`config.mk`:
```
export PLATFORM = sky130hd
export DESIGN_NAME = baud_tick_gen
export DESIGN_NICKNAME = d
export VERILOG_FILES = /design/src/rtl/uart_pkg.sv /design/src/rtl/frac_prescaler.sv /design/src/rtl/baud_tick_gen.sv
export SDC_FILE = /design/constraint.sdc
export NUM_CORES = 1
export LEC_CHECK = 0
export BUFFER_PORTS_ARGS = -buffer_cell sky130_fd_sc_hd__buf_2
export CORE_MARGIN = 2
export CORE_UTILIZATION = 60
export CTS_BUF_LIST = sky130_fd_sc_hd__clkbuf_16
export DETAILED_ROUTE_END_ITERATION = 16
export GPL_ROUTABILITY_DRIVEN = 0
export GPL_TIMING_DRIVEN = 0
export PLACE_DENSITY = 0.76
export RECOVER_POWER = 100
export SYNTH_ARGS = -nofsm -noshare
export SYNTH_HDL_FRONTEND = slang
export SYNTH_SLANG_ARGS = --single-unit
```
`constraint.sdc`:
```
create_clock -name clock -period 11.4 [get_ports clock]
set_input_delay 2.28 -clock clock [delete_from_list [all_inputs] [get_ports clock]]
set_output_delay 2.28 -clock clock [all_outputs]
set_load 0.01 [all_outputs]
```
`src/rtl/uart_pkg.sv`:
```
// Shared UART definitions: divisor config type, minimum divisor and the
// reset-divisor calculation used by the baud generator and tx/rx engines.
package uart_pkg;

    localparam int CFG_INT_W  = 32;
    localparam int CFG_FRAC_W = 16;
    localparam int MIN_DIV    = 2;

    typedef struct packed {
        logic [CFG_INT_W-1:0]  div_int;
        logic [CFG_FRAC_W-1:0] div_frac;
    } baud_cfg_t;

    // Clocks per oversample tick in fixed point, rounded to nearest.
    function automatic baud_cfg_t default_div(input longint clock_input, input longint baudrate,
                                              input longint oversampling, input int frac_bits);
        longint    den;
        longint    q;
        baud_cfg_t c;
        den        = baudrate * oversampling;
        q          = ((clock_input << frac_bits) + den / 2) / den;
        c.div_int  = CFG_INT_W'(q >> frac_bits);
        c.div_frac = CFG_FRAC_W'(q & ((longint'(1) << frac_bits) - 1));
        return c;
    endfunction

endpackage

```
`src/rtl/frac_prescaler.sv`:
```
// Fractional prescaler: counts P = div_int + carry clocks per oversample tick,
// where carry comes from a phase accumulator advanced by div_frac each tick.
module frac_prescaler #(
    parameter int DIV_WIDTH = 16,
    parameter int FRAC_BITS = 4
) (
    input  logic                 clock,
    input  logic                 nreset,
    input  logic                 restart,
    input  logic [DIV_WIDTH-1:0] div_int,
    input  logic [FRAC_BITS-1:0] div_frac,
    output logic                 os_tick,
    output logic                 period_end
);

    logic [DIV_WIDTH:0] pcnt;
    logic [DIV_WIDTH:0] period;
    logic [FRAC_BITS-1:0] acc;
    logic [FRAC_BITS:0]   acc_sum;
    logic                 carry;

    assign period     = {1'b0, div_int} + (DIV_WIDTH+1)'(carry);
    assign period_end = !restart && (pcnt == period - (DIV_WIDTH+1)'(1));
    assign acc_sum    = {1'b0, acc} + {1'b0, div_frac};

    always_ff @(posedge clock or negedge nreset) begin
        if (!nreset) begin
            pcnt    <= '0;
            acc     <= '0;
            carry   <= 1'b0;
            os_tick <= 1'b0;
        end else if (restart) begin
            pcnt    <= '0;
            acc     <= '0;
            carry   <= 1'b0;
            os_tick <= 1'b0;
        end else begin
            os_tick <= period_end;
            if (period_end) begin
                pcnt  <= '0;
                acc   <= acc_sum[FRAC_BITS-1:0];
                carry <= acc_sum[FRAC_BITS];
            end else begin
                pcnt  <= pcnt + (DIV_WIDTH+1)'(1);
            end
        end
    end

endmodule

```
`src/rtl/baud_tick_gen.sv`:
```
// UART baud/oversample strobe generator with shadowed fractional divisor,
// oversample index and bit/mid-bit strobes, realignable by sync.
module baud_tick_gen
    import uart_pkg::*;
#(
    parameter int CLOCK_INPUT  = 50_000_000,
    parameter int BAUDRATE     = 9600,
    parameter int OVERSAMPLING = 16,
    parameter int DIV_WIDTH    = 16,
    parameter int FRAC_BITS    = 4
) (
    input  logic                            clock,
    input  logic                            nreset,
    input  logic                            en,
    input  logic                            sync,
    input  logic                            cfg_load,
    input  logic [DIV_WIDTH-1:0]            div_int,
    input  logic [FRAC_BITS-1:0]            div_frac,
    output logic                            os_tick,
    output logic                            bit_tick,
    output logic                            mid_tick,
    output logic [$clog2(OVERSAMPLING)-1:0] os_count,
    output logic                            cfg_err
);

    localparam int OS_W = $clog2(OVERSAMPLING);
    localparam baud_cfg_t DEF_CFG = default_div(longint'(CLOCK_INPUT), longint'(BAUDRATE),
                                                longint'(OVERSAMPLING), FRAC_BITS);
    localparam logic [DIV_WIDTH-1:0] DEF_INT  = DEF_CFG.div_int[DIV_WIDTH-1:0];
    localparam logic [FRAC_BITS-1:0] DEF_FRAC = DEF_CFG.div_frac[FRAC_BITS-1:0];
    localparam logic [DIV_WIDTH-1:0] MIN_INT  = DIV_WIDTH'(MIN_DIV);

    logic [DIV_WIDTH-1:0] shd_int, act_int, nxt_int, eff_int;
    logic [FRAC_BITS-1:0] shd_frac, act_frac, nxt_frac;
    logic                 restart, period_end, apply;

    // A load in the same cycle as an apply point wins over the older shadow.
    assign nxt_int  = cfg_load ? div_int  : shd_int;
    assign nxt_frac = cfg_load ? div_frac : shd_frac;
    assign restart  = !en || sync;
    assign apply    = restart || period_end;
    assign eff_int  = (act_int < MIN_INT) ? MIN_INT : act_int;

    always_ff @(posedge clock or negedge nreset) begin
        if (!nreset) begin
            shd_int  <= DEF_INT;
            shd_frac <= DEF_FRAC;
            act_int  <= DEF_INT;
            act_frac <= DEF_FRAC;
            cfg_err  <= 1'b0;
        end else begin
            if (cfg_load) begin
                shd_int  <= div_int;
                shd_frac <= div_frac;
            end
            if (apply) begin
                act_int  <= nxt_int;
                act_frac <= nxt_frac;
            end
            cfg_err <= en && ((apply ? nxt_int : act_int) < MIN_INT);
        end
    end

    frac_prescaler #(
        .DIV_WIDTH (DIV_WIDTH),
        .FRAC_BITS (FRAC_BITS)
    ) u_presc (
        .clock      (clock),
        .nreset     (nreset),
        .restart    (restart),
        .div_int    (eff_int),
        .div_frac   (act_frac),
        .os_tick    (os_tick),
        .period_end (period_end)
    );

    // Strobes are registered alongside os_tick so they coincide with it.
    always_ff @(posedge clock or negedge nreset) begin
        if (!nreset) begin
            os_count <= '0;
            bit_tick <= 1'b0;
            mid_tick <= 1'b0;
        end else if (restart) begin
            os_count <= '0;
            bit_tick <= 1'b0;
            mid_tick <= 1'b0;
        end else begin
            bit_tick <= period_end && (os_count == OS_W'(OVERSAMPLING - 1));
            mid_tick <= period_end && (os_count == OS_W'(OVERSAMPLING/2 - 1));
            if (period_end)
                os_count <= os_count + OS_W'(1);
        end
    end

endmodule

```
### After elaboration in Yosys (flattened, before gate mapping)

Index checks and enable logic that the tools add are counted.

| storage, ports and cells | value |
|---|---|
| register bits | 70 |
| input port bits | 25 |
| logic and storage cells | 46 |

| operators by class | value |
|---|---|
| add/sub/neg operators | 5 |
| magnitude comparators | 2 |
| equal/unequal tests | 3 |
| multiplexer cells | 15 |
| reduce and logical (&&, ||, !) cells | 9 |

Operators by type and width:

| cell | count |
|---|---|
| 2-to-1 mux 16 bit | 3 |
| 2-to-1 mux 17 bit | 2 |
| < comparator 16 x 2 -> 1 bit (second input constant) | 2 |
| 2-to-1 mux 4 bit | 5 |
| adder 16 x 1 -> 17 bit | 1 |
| adder 17 x 1 -> 17 bit (second input constant) | 1 |
| equality test 17 bit | 1 |
| subtractor 17 x 1 -> 17 bit (second input constant) | 1 |
| adder 4 x 4 -> 5 bit | 1 |
| 2-to-1 mux 1 bit | 5 |
| adder 4 x 1 -> 4 bit (second input constant) | 1 |
| equality test 4 x 3 -> 1 bit (second input constant) | 1 |
| equality test 4 bit (second input constant) | 1 |
| logical AND 1 bit | 4 |
| zero test 1 bit | 2 |
| logical OR 1 bit | 2 |
| nonzero test 2 bit | 1 |

### Depth between registers and ports, before layout

| logic depth | value |
|---|---|
| depth in word-level cells | 10 |
| gate-level depth with buffers | 18 |
| gate-level depth less buffers | 13 |

### By module

Synthesis repeated with hierarchy kept, for this count alone.

| second synthesis, totals | value |
|---|---|
| cell total of the unflattened synthesis | 353 |
| area, all modules | 3789.9 µm² |

Modules (own cells, without submodules):

| module | instances | cells an instance | area each (µm²) |
|---|---|---|---|
| baud_tick_gen | 1 | 164 | 2047.0 |
| frac_prescaler | 1 | 189 | 1742.9 |

### Worst setup path before layout

OpenSTA, ideal clock, no wires.

| timing | value |
|---|---|
| kind | register to register |
| start point | reg act_int[6] |
| end point | reg act_int[10] |
| setup time | 0.127 ns |
| data arrival time | 3.981 ns |
| data required time | 11.273 ns |
| setup slack | 7.292 ns |
| stages on the path, launching flop included | 17 |
| buffers on the path | 3 |
| period minus slack after synthesis | 4.108 ns |
| cell sequence | dfstp_2 buf_2 nor3_2 and3_1 and3_1 nand2b_1 ha_1 ha_1 xor2_1 o221ai_1 a2111oi_2 nand4b_1 or4_1 buf_2 o31ai_4 buf_6 mux2_1 |

| between the ends | value |
|---|---|
| word-level cells in the longest chain between the ends | 8 |

RTL lines:

| what | line | source |
|---|---|---|
| from (decl) | baud_tick_gen.sv:33 | `logic [DIV_WIDTH-1:0] shd_int, act_int, nxt_int, eff_int;` |
| from (signal assigned) | baud_tick_gen.sv:57 | `act_int <= nxt_int;` |
| < comparator 16 x 2 -> 1 bit | baud_tick_gen.sv:42 | `assign eff_int = (act_int < MIN_INT) ? MIN_INT : act_int;` |
| 2-to-1 mux 16 bit * | baud_tick_gen.sv:42 |  |
| adder 16 x 1 -> 17 bit * | frac_prescaler.sv:22 | `assign period = {1'b0, div_int} + (DIV_WIDTH+1)'(carry);` |
| subtractor 17 x 1 -> 17 bit * | frac_prescaler.sv:23 | `assign period_end = !restart && (pcnt == period - (DIV_WIDTH+1)'(1));` |
| equality test 17 bit * | frac_prescaler.sv:23 |  |
| logical AND 1 bit * | frac_prescaler.sv:23 |  |
| logical OR 1 bit * | baud_tick_gen.sv:41 | `assign apply = restart \|\| period_end;` |
| 2-to-1 mux 16 bit * | n/a |  |

Every way passes the cells marked *; elsewhere a longest branch is shown, timed or not.
A chain may end at the register's enable or synchronous reset.

### Worst setup path after layout

| timing | value |
|---|---|
| start point | reg act_int[6] |
| end point | reg u_presc.pcnt[10] |

| between the ends | value |
|---|---|
| word-level cells in the longest chain between the ends | 8 |

RTL lines:

| what | line | source |
|---|---|---|
| < comparator 16 x 2 -> 1 bit | baud_tick_gen.sv:42 |  |
| 2-to-1 mux 16 bit * | baud_tick_gen.sv:42 |  |
| adder 16 x 1 -> 17 bit * | frac_prescaler.sv:22 |  |
| subtractor 17 x 1 -> 17 bit * | frac_prescaler.sv:23 |  |
| equality test 17 bit * | frac_prescaler.sv:23 |  |
| logical AND 1 bit * | frac_prescaler.sv:23 |  |
| 2-to-1 mux 17 bit * | frac_prescaler.sv:39 | `if (period_end) begin` |
| 2-to-1 mux 17 bit * | frac_prescaler.sv:32 | `end else if (restart) begin` |
| to (signal assigned) | frac_prescaler.sv:44 | `pcnt <= pcnt + (DIV_WIDTH+1)'(1);` |
| to (decl) | frac_prescaler.sv:16 | `logic [DIV_WIDTH:0] pcnt;` |

Marks and branches as above.

==> results.json <==
{
  "status": "complete, but fails checks",
  "violations": "capacitance limit, slew limit",
  "slew_headroom_pct": -139,
  "power_density_nw_per_um2": 145,
  "wirelength_um": 8530,
  "cap_violations": 1,
  "ys_warn_count": 0,
  "placed_area_um2": 4120,
  "fmax_mhz": 158,
  "grt_max_degree": 71,
  "cts_resized": 0,
  "detail_route.wl_per_cell_um": 17.8,
  "yosysSeqAreaShare_pct": 45.7,
  "grt_pass1_vias": 3082,
  "rsz0062_at_grt": "false",
  "grtUsageTotal_pct": 26.6,
  "cp_num_buf_inv": 5,
  "hpwl_um": 6110,
  "worst_slew_pin_slew_ps": 3580,
  "fp.dieH_um": 84.2,
  "n_antenna_cell": 0,
  "cp.required_ps": 11610,
  "worstSetupStartpoint": "act_int[6]",
  "syn_avg_cell_area_um2": 10.9,
  "insertion_delay_ps": 340,
  "grt_pass1_wl_um": 14800,
  "cts_sinks": 70,
  "cts_buffers": 9,
  "grt-ovfl-total": 0,
  "die-area_um2": 7100,
  "htree_levels": 3,
  "arrival_ps": 6540,
  "cts_tree": "done",
  "path_delay_family": "simple AND/OR/NAND/NOR gates",
  "grt_antenna_before_repair": 0,
  "drc": 0,
  "start_util_pct": 61.5,
  "holdCritPathClass": "reg2reg",
  "dpl_worst_slack_ps": 6650,
  "drtPass1Iterations": 4,
  "cpMostUsedCell": "clkbuf_1",
  "postCtsHoldBufs": 0,
  "root_buffer": "clkbuf_16",
  "avgViaCountPerCell": 6.08,
  "drv_slew": 71,
  "cp-start-kind": "flip-flop",
  "ios": 33,
  "crit_path_max_incr_delay_ps": 1130,
  "synth_ff_type": "dfrtp_1",
  "hp-start": "shd_frac[0]",
  "die_w_um": 84.2,
  "fin_ws_ps": 5080,
  "place_inst": 464,
  "synth-edff-count": 0,
  "numPortBuffers": 32,
  "clockBufferDepth": 2,
  "final_cell_mix": "dfrtp_1 (60), nor2_1 (29), mux2_1 (29), buf_2 (25), clkbuf_1 (23)",
  "async_flop_share_pct": 100,
  "final-hold-violation-count": 0,
  "ir_worst_vdd_v": 0.000124,
  "cts_setup_buffers": 0,
  "leakage_nw": 1.79,
  "whs_ps": 495,
  "criticalPathCategory": "reg2reg",
  "mostFrequentLayoutCell": "dfrtp_1",
  "row_count": 29,
  "r2r_start": "act_int[6]",
  "synthToLayoutAreaGrowth_pct": 12.3,
  "crit_fanout": 10,
  "worstPathCellList": "clkbuf_1, nor3_1, and3_1, and3_1, nand2b_1, ha_1, ha_1, clkbuf_1, nand3_1, a221oi_1, a41oi_1, o21bai_1, or4_1, clkbuf_1, o31ai_1, clkbuf_1, clkbuf_1, nor2_1",
  "clk_pin_slew_worst_paths_ps": 60,
  "syn-cell-area_um2": 3860,
  "drive_gt1_share_pct": 17.4,
  "design_area_um2": 4340,
  "end_kind": "flip-flop",
  "synthCells": 355,
  "nets": 432,
  "stdcell_count": 480,
  "fin_worst_skew_ps": 6.64,
  "vias": 2919,
  "synth_nets": 389,
  "slowest_stage": "o31ai_1",
  "coreArea_um2": 6280,
  "synth_cell_type_count": 58,
  "finalSetupViolCount": 0,
  "ant_nets": 0,
  "finalSetupTns_ps": 0,
  "fin_crit_ps": 6320,
  "drt_iter0_drc": 273,
  "finalCritPeriodShare_pct": 55.5,
  "yosys_register_bits": 70
}
-- worst reg2reg max path: stages, from the launching register on --
cell,delay (ps)
dfstp_2,360
clkbuf_1,180
nor3_1,520
and3_1,320
and3_1,250
nand2b_1,130
ha_1,220
ha_1,200
clkbuf_1,370
nand3_1,130
a221oi_1,290
a41oi_1,90
o21bai_1,230
or4_1,510
clkbuf_1,220
o31ai_1,1130
clkbuf_1,550
clkbuf_1,410
nor2_1,100
-- power by group --
group          leakage [nW]  switching, mW  internal (mW)
sequential            0.874         0.0151          0.268
combinational         0.788         0.0498         0.0353
clock                 0.126          0.115          0.147
-- sequential cells by signal, indices dropped and copies added, names as in the netlist --
name             cells
shd_frac             4
mid_tick             1
u_presc.pcnt        17
u_presc.os_tick      1
u_presc.acc          4
os_count             4
cfg_err              1
act_int             16
shd_int             16
u_presc.carry        1
act_frac             4
bit_tick             1
-- layout make-up --
class	count	area, um^2
tap	77	96.3
timing repair buffer	32	148
sequential	70	1760
clock inverter	7	48.8
fill	507	1940
buffer	16	63.8
clock buffer	9	225
inverter	7	26.3
multi-input combinational	262	1970
-- kinds of logic (layout without fill, tap and decap cells) --
group / Yosys count / in the layout / share of synthesized area, %
compound gates: 49 / 49 / 9.69
xor+xnor: 32 / 32 / 7.26
fa+ha+maj: 9 / 9 / 3.11
buf+inv: 23 / 71 / 2.92
flops: 70 / 70 / 45.7
mux: 41 / 41 / 11.9
simple gates: 131 / 131 / 19.4
-- metrics by stage --
step	util (%)	power, mW
6_report	69.1	0.631
5_1_grt	69.1	0.656
4_1_cts	70.0	0.639
3_5_place_dp	65.7	0.376
3_3_place_gp	65.6	0.372
2_1_floorplan	-	0.347
-- per-layer routing --
layer / part of all wire [%] / global-route usage (%) / vias up
met3: 5.1 / 7.57 / 12
li1: - / - / 1393
met5: 0 / 0 / -
met4: 1.6 / 8.80 / 0
met2: 49 / 44.2 / 77
met1: 45 / 33.8 / 1437
-- final timing paths --
kind / to / slack, ps / cells after the start
setup / recovery: u_presc.pcnt[10] / 5080 / 18
hold / removal: shd_frac[0] / 500 / 1
setup reg to reg: u_presc.pcnt[10] / 5080 / 18
hold reg to reg: shd_frac[0] / 500 / 1
max in group asynchronous: u_presc.pcnt[16] / 6230 / 1
min in group asynchronous: shd_frac[0] / 3150 / 1
-- cells in the mapped netlist, types with 3 or more instances --
library cell	count	share of area (%)
xor2_1	15	3.4
a41oi_1	3	0.68
or4_1	4	0.78
nand4_1	8	1.3
nor2_1	29	2.8
nor4b_1	3	0.68
clkbuf_1	5	0.49
a21oi_1	10	1.3
nand2b_1	3	0.49
xnor2_1	17	3.9
mux2_2	27	7.9
inv_1	7	0.68
a31oi_1	5	0.81
nand4b_1	3	0.68
or2_2	3	0.49
nor4_1	11	1.8
buf_2	6	0.78
dfstp_2	10	6.8
nand2_1	20	1.9
mux2_1	13	3.8
nor3_1	4	0.52
nand3_1	14	1.8
o31ai_1	5	0.97
nor2b_1	3	0.49
a211oi_1	3	0.58
dfrtp_1	60	39
and3_1	9	1.5
o21ai_0	3	0.39
and2_1	5	0.81
ha_1	8	2.6
Note: power is estimated with default switching activity, not from simulation.
